--- src/rtl/b09_rr_sched_if.sv ---
// Handshake bundle between requesters, the round-robin scheduler and the b09 converter core.
// Latency: none, wires only.
// Backpressure: none; requesters hold req until their done pulse.
//
// Signals:
//   req[NREQ]       request level per requester
//   word[8*NREQ]    requester i's word at bits [8i+7:8i]
//   gnt[NREQ]       one-hot grant
//   done            one-cycle transaction-complete pulse
//   rsp_data[8]     captured response word
//   rsp_none        no response arrived before timeout
//   busy            scheduler not idle
//   core_x          serial frame to the converter core
//   core_y          serial response from the converter core
interface b09_rr_sched_if #(
    parameter int NREQ = 4
);
    logic [NREQ-1:0]   req;
    logic [8*NREQ-1:0] word;
    logic [NREQ-1:0]   gnt;
    logic              done;
    logic [7:0]        rsp_data;
    logic              rsp_none;
    logic              busy;
    logic              core_x;
    logic              core_y;

    // Requester fabric plus converter core side.
    modport master (
        output req, word, core_y,
        input  gnt, done, rsp_data, rsp_none, busy, core_x
    );

    // Scheduler side.
    modport slave (
        input  req, word, core_y,
        output gnt, done, rsp_data, rsp_none, busy, core_x
    );
endinterface

--- src/rtl/b09_rr_sched.sv ---
// Round-robin scheduler sharing one b09 serial converter core among NREQ word requesters.
// Latency: grant 1 cycle after req; done 19 cycles after req at best, 10+TIMEOUT on no response.
// Backpressure: one transaction at a time; waiting requesters hold req until their done.
//
// Ports:
//   clk_i   single clock, rising edge
//   rst_i   synchronous active-high reset
//   bus     b09_rr_sched_if slave modport: req/word/core_y in, gnt/done/rsp_*/busy/core_x out
module b09_rr_sched #(
    parameter int NREQ    = 4,
    parameter int TIMEOUT = 32,
    parameter int GUARD   = 2
) (
    input  logic          clk_i,
    input  logic          rst_i,
    b09_rr_sched_if.slave bus
);
    localparam int IW   = (NREQ > 1) ? $clog2(NREQ) : 1;
    localparam int CM1  = (TIMEOUT > GUARD) ? TIMEOUT : GUARD;
    localparam int CMAX = (CM1 > 9) ? CM1 : 9;
    localparam int CW   = $clog2(CMAX + 1);

    typedef enum logic [2:0] {
        S_IDLE,
        S_SEND,
        S_LISTEN,
        S_RECV,
        S_GUARD
    } state_t;

    state_t          state_q;
    logic [IW-1:0]   ptr_q;
    logic [IW-1:0]   idx_q;
    logic [CW-1:0]   cnt_q;
    logic [7:0]      sh_q;
    logic [7:0]      rx_q;
    logic [NREQ-1:0] gnt_q;
    logic            done_q;
    logic [7:0]      rsp_data_q;
    logic            rsp_none_q;
    logic            busy_q;
    logic            core_x_q;

    // Round-robin pick: rotate req so ptr sits at bit 0, take the lowest set bit,
    // then map the offset back to a requester index.
    logic [2*NREQ-1:0] req2_d;
    logic [NREQ-1:0]   rot_d;
    logic [IW:0]       sum_d;
    logic              pick_vld_d;
    logic [IW-1:0]     pick_idx_d;
    logic [7:0]        words_d [NREQ];
    logic [IW-1:0]     ptr_nxt_d;

    always_comb begin
        req2_d     = {bus.req, bus.req} >> ptr_q;
        rot_d      = req2_d[NREQ-1:0];
        pick_vld_d = 1'b0;
        pick_idx_d = '0;
        sum_d      = '0;
        for (int k = NREQ - 1; k >= 0; k--) begin
            if (rot_d[k]) begin
                sum_d = {1'b0, ptr_q} + (IW+1)'(k);
                if (sum_d >= (IW+1)'(NREQ)) begin
                    sum_d = sum_d - (IW+1)'(NREQ);
                end
                pick_vld_d = 1'b1;
                pick_idx_d = sum_d[IW-1:0];
            end
        end
        for (int k = 0; k < NREQ; k++) begin
            words_d[k] = bus.word[8*k +: 8];
        end
        ptr_nxt_d = (idx_q == IW'(NREQ - 1)) ? '0 : idx_q + 1'b1;
    end

    always_ff @(posedge clk_i) begin
        if (rst_i) begin
            state_q    <= S_IDLE;
            ptr_q      <= '0;
            idx_q      <= '0;
            cnt_q      <= '0;
            sh_q       <= '0;
            rx_q       <= '0;
            gnt_q      <= '0;
            done_q     <= 1'b0;
            rsp_data_q <= '0;
            rsp_none_q <= 1'b0;
            busy_q     <= 1'b0;
            core_x_q   <= 1'b0;
        end else begin
            case (state_q)
                S_IDLE: begin
                    if (pick_vld_d) begin
                        idx_q    <= pick_idx_d;
                        gnt_q    <= NREQ'(1) << pick_idx_d;
                        sh_q     <= words_d[pick_idx_d];
                        core_x_q <= 1'b1;   // start bit goes out with the grant
                        busy_q   <= 1'b1;
                        cnt_q    <= '0;
                        state_q  <= S_SEND;
                    end
                end
                S_SEND: begin
                    // cnt counts bits already on the wire after the start bit
                    if (cnt_q == CW'(8)) begin
                        core_x_q <= 1'b0;
                        cnt_q    <= '0;
                        state_q  <= S_LISTEN;
                    end else begin
                        core_x_q <= sh_q[7];
                        sh_q     <= {sh_q[6:0], 1'b0};
                        cnt_q    <= cnt_q + 1'b1;
                    end
                end
                S_LISTEN: begin
                    // a start bit in the last listen cycle still wins over timeout
                    if (bus.core_y) begin
                        cnt_q   <= '0;
                        state_q <= S_RECV;
                    end else if (cnt_q == CW'(TIMEOUT - 1)) begin
                        rsp_data_q <= 8'h00;
                        rsp_none_q <= 1'b1;
                        done_q     <= 1'b1;
                        ptr_q      <= ptr_nxt_d;
                        cnt_q      <= '0;
                        state_q    <= S_GUARD;
                    end else begin
                        cnt_q <= cnt_q + 1'b1;
                    end
                end
                S_RECV: begin
                    rx_q <= {rx_q[6:0], bus.core_y};
                    if (cnt_q == CW'(7)) begin
                        rsp_data_q <= {rx_q[6:0], bus.core_y};
                        rsp_none_q <= 1'b0;
                        done_q     <= 1'b1;
                        ptr_q      <= ptr_nxt_d;
                        cnt_q      <= '0;
                        state_q    <= S_GUARD;
                    end else begin
                        cnt_q <= cnt_q + 1'b1;
                    end
                end
                S_GUARD: begin
                    // done and gnt live only through the first guard cycle
                    done_q <= 1'b0;
                    gnt_q  <= '0;
                    if (cnt_q == CW'(GUARD - 1)) begin
                        busy_q  <= 1'b0;
                        cnt_q   <= '0;
                        state_q <= S_IDLE;
                    end else begin
                        cnt_q <= cnt_q + 1'b1;
                    end
                end
                default: begin
                    state_q <= S_IDLE;
                end
            endcase
        end
    end

    assign bus.gnt      = gnt_q;
    assign bus.done     = done_q;
    assign bus.rsp_data = rsp_data_q;
    assign bus.rsp_none = rsp_none_q;
    assign bus.busy     = busy_q;
    assign bus.core_x   = core_x_q;
endmodule

--- src/flat_wrapper.sv ---
// flat-port wrapper written by rule: the top's interface ports become plain ports
module b09_rr_sched_flat 
#(
    parameter int NREQ    = 4,
    parameter int TIMEOUT = 32,
    parameter int GUARD   = 2
)
  (clk_i, rst_i, bus_req, bus_word, bus_core_y, bus_gnt, bus_done, bus_rsp_data, bus_rsp_none, bus_busy, bus_core_x);
  b09_rr_sched_if #(.NREQ(NREQ)) bus_i ();
  input  logic clk_i;
  input  logic rst_i;
  input wire logic [$bits(bus_i.req)-1:0] bus_req;
  input wire logic [$bits(bus_i.word)-1:0] bus_word;
  input wire logic [$bits(bus_i.core_y)-1:0] bus_core_y;
  output wire logic [$bits(bus_i.gnt)-1:0] bus_gnt;
  output wire logic [$bits(bus_i.done)-1:0] bus_done;
  output wire logic [$bits(bus_i.rsp_data)-1:0] bus_rsp_data;
  output wire logic [$bits(bus_i.rsp_none)-1:0] bus_rsp_none;
  output wire logic [$bits(bus_i.busy)-1:0] bus_busy;
  output wire logic [$bits(bus_i.core_x)-1:0] bus_core_x;
  assign bus_i.req = bus_req;
  assign bus_i.word = bus_word;
  assign bus_i.core_y = bus_core_y;
  assign bus_gnt = bus_i.gnt;
  assign bus_done = bus_i.done;
  assign bus_rsp_data = bus_i.rsp_data;
  assign bus_rsp_none = bus_i.rsp_none;
  assign bus_busy = bus_i.busy;
  assign bus_core_x = bus_i.core_x;
  b09_rr_sched #(.NREQ(NREQ), .TIMEOUT(TIMEOUT), .GUARD(GUARD)) u_core (.clk_i(clk_i), .rst_i(rst_i), .bus(bus_i));
endmodule
--- config.mk ---
export PLATFORM = sky130hd
export DESIGN_NAME = b09_rr_sched_flat
export DESIGN_NICKNAME = d
export VERILOG_FILES = /design/src/rtl/b09_rr_sched_if.sv /design/src/rtl/b09_rr_sched.sv /design/src/flat_wrapper.sv
export SDC_FILE = /design/constraint.sdc
export NUM_CORES = 1
export LEC_CHECK = 0
export ABC_AREA = 1
export CAP_MARGIN = 15
export CORE_MARGIN = 1.5
export CORE_UTILIZATION = 47
export DETAILED_ROUTE_END_ITERATION = 8
export GPL_TIMING_DRIVEN = 1
export PLACE_DENSITY_LB_ADDON = 0.05
export SYNTH_ARGS = -nofsm -noshare
export SYNTH_HDL_FRONTEND = slang
export SYNTH_SLANG_ARGS = --single-unit
--- constraint.sdc ---
create_clock -name clk_i -period 1.7 [get_ports clk_i]
set_input_delay 0.255 -clock clk_i [delete_from_list [all_inputs] [get_ports clk_i]]
set_output_delay 0.255 -clock clk_i [all_outputs]
set_load 0.005 [all_outputs]
==> metrics.txt <==
# TYPE chip_impl_metric gauge
chip_impl_metric{name="cts_max_path_buffers",unit=""} 2
chip_impl_metric{name="mappedNetlistArea",unit="mm^2"} 0.00270
chip_impl_metric{name="portBuffers",unit=""} 54
chip_impl_metric{name="maxCapViolCount",unit=""} 0
chip_impl_metric{name="area_fraction_of_the_dominant_cell_type_after_synthesis",unit=""} 0.327
chip_impl_metric{name="timing.critical_path.fanout_max",unit=""} 8
chip_impl_metric{name="clock-sinks",unit=""} 44
chip_impl_metric{name="fin_crit_sh",unit=""} 1.08
chip_impl_metric{name="total_die_area",unit="mm^2"} 0.00620
chip_impl_metric{name="clkTransAtPathRegs",unit="ns"} 0.09
chip_impl_metric{name="route.detailed.vias_per_inst",unit=""} 5.35
chip_impl_metric{name="avgSynthCellArea",unit="um^2"} 6.95
chip_impl_metric{name="fraction_of_layout_instances_using_a_drive_strength_above_1",unit=""} 0.368
chip_impl_metric{name="power_density",unit="mW/mm^2"} 1560
chip_impl_metric{name="ys_warn_count",unit=""} 0
chip_impl_metric{name="maximum_number_of_pins_on_one_net_before_global_route_repair",unit=""} 30
chip_impl_metric{name="wire_length_of_the_first_global_routing_pass",unit="um"} 12100
chip_impl_metric{name="timing.final.max_slew_violations",unit=""} 0
chip_impl_metric{name="synthesis.nets",unit=""} 431
chip_impl_metric{name="design.final.nets",unit=""} 536
chip_impl_info{name="synthTopCellsByArea",value="sky130_fd_sc_hd__dfxtp_1 (33%), sky130_fd_sc_hd__nand2_1 (16%), sky130_fd_sc_hd__nand3_1 (8.5%)"} 1
chip_impl_metric{name="routed_wl",unit="um"} 8400
chip_impl_metric{name="rows",unit=""} 27
chip_impl_metric{name="max_clock_freq",unit="MHz"} 546
chip_impl_info{name="rsz0062_at_grt",value="true"} 1
chip_impl_metric{name="grt_antenna_before_repair",unit=""} 0
chip_impl_metric{name="max-vdd-ir-drop",unit="mV"} 0.823
chip_impl_metric{name="ff2ff_setup_slack",unit="ns"} -0.13
chip_impl_metric{name="fp.dieH",unit="um"} 78.7
chip_impl_metric{name="grt_usage",unit=""} 0.246
chip_impl_metric{name="dr_total_vias",unit=""} 3026
chip_impl_metric{name="cts_made_buffers",unit=""} 5
chip_impl_metric{name="yosysSeqAreaShare",unit=""} 0.327
chip_impl_metric{name="timing.critical_path.required",unit="ns"} 1.95
chip_impl_metric{name="total_power_after_layout",unit="W"} 0.00669
chip_impl_metric{name="setup-tns-final",unit="ns"} -1.15
chip_impl_metric{name="wl_per_cell",unit="um"} 14.8
chip_impl_metric{name="ant_nets",unit=""} 0
chip_impl_metric{name="seq_area",unit="um^2"} 888
chip_impl_metric{name="count_of_boundary_i_o_pins",unit=""} 55
chip_impl_metric{name="multi_input_comb_area",unit="mm^2"} 0.00201
chip_impl_info{name="worst_min_path_class",value="reg2reg"} 1
chip_impl_metric{name="grt.overflow.total",unit=""} 0
chip_impl_metric{name="synthCells",unit=""} 388
chip_impl_info{name="critPathLaunchType",value="flop"} 1
chip_impl_metric{name="dpl_worst_slack",unit="ns"} -0.425
chip_impl_metric{name="h-tree-depth",unit=""} 2
chip_impl_metric{name="maxSlewHeadroom",unit=""} 0.679
chip_impl_metric{name="floorplan.core_area",unit="mm^2"} 0.00551
chip_impl_metric{name="worst_clock_skew",unit="ns"} 0.00860
chip_impl_metric{name="initial_utilization",unit=""} 0.490
chip_impl_metric{name="globalplace.congestion",unit=""} 0.865
chip_impl_info{name="clock_tree.root_cell",value="sky130_fd_sc_hd__clkbuf_8"} 1
chip_impl_metric{name="initialDrtViolationCount",unit=""} 164
chip_impl_metric{name="post-route-drc-count",unit=""} 0
chip_impl_metric{name="worst_setup_margin",unit="ns"} -0.131
chip_impl_metric{name="die_x",unit="um"} 78.7
chip_impl_metric{name="postSynth.asyncResetShare",unit=""} 0
chip_impl_metric{name="area_delta_synth_final",unit="%"} 59.1
chip_impl_metric{name="stdcell_area",unit="mm^2"} 0.00429
chip_impl_metric{name="hold_viol_final",unit=""} 0
chip_impl_metric{name="synth.ff_latch_count",unit=""} 44
chip_impl_metric{name="placed_cells",unit=""} 542
chip_impl_metric{name="latest_clock_arrival_within_the_worst_skew_pair",unit="ns"} 0.31
chip_impl_metric{name="grt_pass1_vias",unit=""} 2748
chip_impl_metric{name="tightest_slew",unit="ns"} 0.481
chip_impl_info{name="setup.worst_path.end_class",value="flop"} 1
chip_impl_metric{name="dpl-instance-area",unit="mm^2"} 0.00353
chip_impl_info{name="netlist.top_cell.by_area",value="sky130_fd_sc_hd__dfxtp_1"} 1
chip_impl_info{name="violations_in_the_final_reports",value="negative setup slack"} 1
chip_impl_metric{name="fin_crit",unit="ns"} 1.83
chip_impl_metric{name="ys_types",unit=""} 35
chip_impl_metric{name="synth_enable_flop_cells",unit=""} 0
chip_impl_info{name="outcome",value="finished with violations"} 1
chip_impl_info{name="synth_flop_cell",value="sky130_fd_sc_hd__dfxtp_1"} 1
chip_impl_metric{name="drt_first_pass_iters",unit=""} 4
chip_impl_metric{name="p_leak",unit="nW"} 1.84
chip_impl_metric{name="n_antenna_cell",unit=""} 0
chip_impl_metric{name="setup-violations-final",unit=""} 26
chip_impl_metric{name="post_route_insts_no_fill",unit=""} 566
chip_impl_metric{name="post-dp-hpwl",unit="um"} 4950
chip_impl_info{name="tritoncts",value="built"} 1
chip_impl_info{name="worstSetupPathType",value="reg2reg"} 1
chip_impl_metric{name="filler_cell_count",unit=""} 388
chip_impl_metric{name="cp_data_arrival_time",unit="ns"} 2.08
-- timing repair --
| action | 4_1_cts | 5_1_grt |
|---|---|---|
| endpoints found under the setup margin | 35 | 33 |
| setup buffers | 7 | 4 |
| gates resized for setup | 51 | 86 |
| pin swaps | 19 | 39 |
| gates cloned | 4 | 1 |
| endpoints found under the hold margin | 0 | 0 |
| hold buffers | 0 | 0 |
-- worst paths after layout --
| kind | depth (start not counted) | endpoint | from |
|---|---|---|---|
| worst min-delay path | 2 | u_core.rx_q[1]$_SDFFE_PP0N_ | u_core.rx_q[1]$_SDFFE_PP0N_ |
| worst max register to register | 15 | u_core.sh_q[0]$_SDFFE_PP0P_ | u_core.ptr_q[0]$_SDFFE_PP0P_ |
| worst max-delay path | 15 | u_core.sh_q[0]$_SDFFE_PP0P_ | u_core.ptr_q[0]$_SDFFE_PP0P_ |
| worst min register to register | 2 | u_core.rx_q[1]$_SDFFE_PP0N_ | u_core.rx_q[1]$_SDFFE_PP0N_ |
-- cells in the mapped netlist (3+ instances only) --
cell type,number
sky130_fd_sc_hd__nand2_4,6
sky130_fd_sc_hd__nor2_1,31
sky130_fd_sc_hd__inv_1,22
sky130_fd_sc_hd__nand2_2,6
sky130_fd_sc_hd__nand3_1,46
sky130_fd_sc_hd__o21ai_0,18
sky130_fd_sc_hd__buf_4,3
sky130_fd_sc_hd__buf_2,3
sky130_fd_sc_hd__buf_6,4
sky130_fd_sc_hd__a21oi_2,8
sky130_fd_sc_hd__a21oi_1,30
sky130_fd_sc_hd__inv_2,8
sky130_fd_sc_hd__dfxtp_1,44
sky130_fd_sc_hd__nand3_2,12
sky130_fd_sc_hd__nand2_1,117
sky130_fd_sc_hd__ha_1,4
-- state kept, by name, indices dropped and copies added (netlist names) --
name	cells
u_core.state_q	3
u_core.rx_q	7
u_core.ptr_q	2
u_core.bus.done	1
u_core.bus.busy	1
u_core.bus.rsp_none	1
u_core.bus.core_x	1
u_core.bus.gnt	4
u_core.sh_q	8
u_core.idx_q	2
u_core.bus.rsp_data	8
u_core.cnt_q	6
-- power by group --
| part | switching, W | internal [W] |
|---|---|---|
| clock network | 0.000392 | 0.000443 |
| logic | 0.00248 | 0.00189 |
| registers | 0.000189 | 0.00130 |
| total | 0.00306 | 0.00363 |
-- logic make-up (layout without fill, tap and decap cells) --
logic type	count (synthesis)	count (layout)	share of synthesized area
AOI/OAI and AO/OA	66	67	0.151
buffers and inverters	48	150	0.100
DFF	44	44	0.327
and+or+nand+nor	226	229	0.403
adders and majority gates	4	4	0.0186
-- critical path, stage by stage (launching register included) --
cell,delay [ns]
sky130_fd_sc_hd__dfxtp_4,0.43
sky130_fd_sc_hd__buf_6,0.16
sky130_fd_sc_hd__nand2_4,0.07
sky130_fd_sc_hd__nand3_4,0.10
sky130_fd_sc_hd__nand2_4,0.08
sky130_fd_sc_hd__nand2_8,0.11
sky130_fd_sc_hd__nand2_8,0.10
sky130_fd_sc_hd__nand2_8,0.13
sky130_fd_sc_hd__nand2_8,0.08
sky130_fd_sc_hd__inv_6,0.07
sky130_fd_sc_hd__nand2_2,0.04
sky130_fd_sc_hd__nand2_1,0.07
sky130_fd_sc_hd__nand2_1,0.07
sky130_fd_sc_hd__nand2_1,0.08
sky130_fd_sc_hd__nand2_1,0.05
sky130_fd_sc_hd__a21oi_1,0.11
-- layout by cell type (no fill, tap or decap), types with 5 or more instances in the layout --
cell	synthesis	routed
sky130_fd_sc_hd__nand3_1	46	34
sky130_fd_sc_hd__nand2_4	6	15
sky130_fd_sc_hd__nand2_8	0	5
sky130_fd_sc_hd__buf_6	4	12
sky130_fd_sc_hd__inv_2	8	7
sky130_fd_sc_hd__nand2_2	6	19
sky130_fd_sc_hd__a21oi_1	30	27
sky130_fd_sc_hd__inv_1	22	19
sky130_fd_sc_hd__a21oi_2	8	10
sky130_fd_sc_hd__o21ai_2	0	6
sky130_fd_sc_hd__o21ai_1	2	6
sky130_fd_sc_hd__nand3_2	12	19
sky130_fd_sc_hd__o21ai_0	18	7
sky130_fd_sc_hd__nand2_1	117	91
sky130_fd_sc_hd__nor2_1	31	25
sky130_fd_sc_hd__clkbuf_8	2	5
sky130_fd_sc_hd__clkdlybuf4s50_1	0	50
sky130_fd_sc_hd__nand3_4	1	8
sky130_fd_sc_hd__buf_4	3	40
sky130_fd_sc_hd__dfxtp_1	44	40
-- layer usage --
metal / wire length, um / up-vias / GRT usage
met4: 169 / 0 / 0.0518
met3: 444 / 18 / 0.0471
met1: 3640 / 1439 / 0.306
met2: 4150 / 79 / 0.441
met5: 0 / - / 0
li1: - / 1490 / -
-- cell type report --
class / instances / share of cell area
inverters: 32 / 0.0327
clock buffers: 5 / 0.0160
repair buffers: 110 / 0.244
well taps: 72 / 0.0210
clock inverters: 3 / 0.0108
multi-input cells: 300 / 0.468
flip-flops and latches: 44 / 0.207
-- metrics by stage --
stage,hold WS (ns),util
2_1_floorplan,0.423,-
3_3_place_gp,0.448,0.641
3_5_place_dp,0.456,0.641
4_1_cts,0.468,0.710
5_1_grt,0.497,0.779
6_report,0.466,0.779
(Power assumes the default switching activity.)
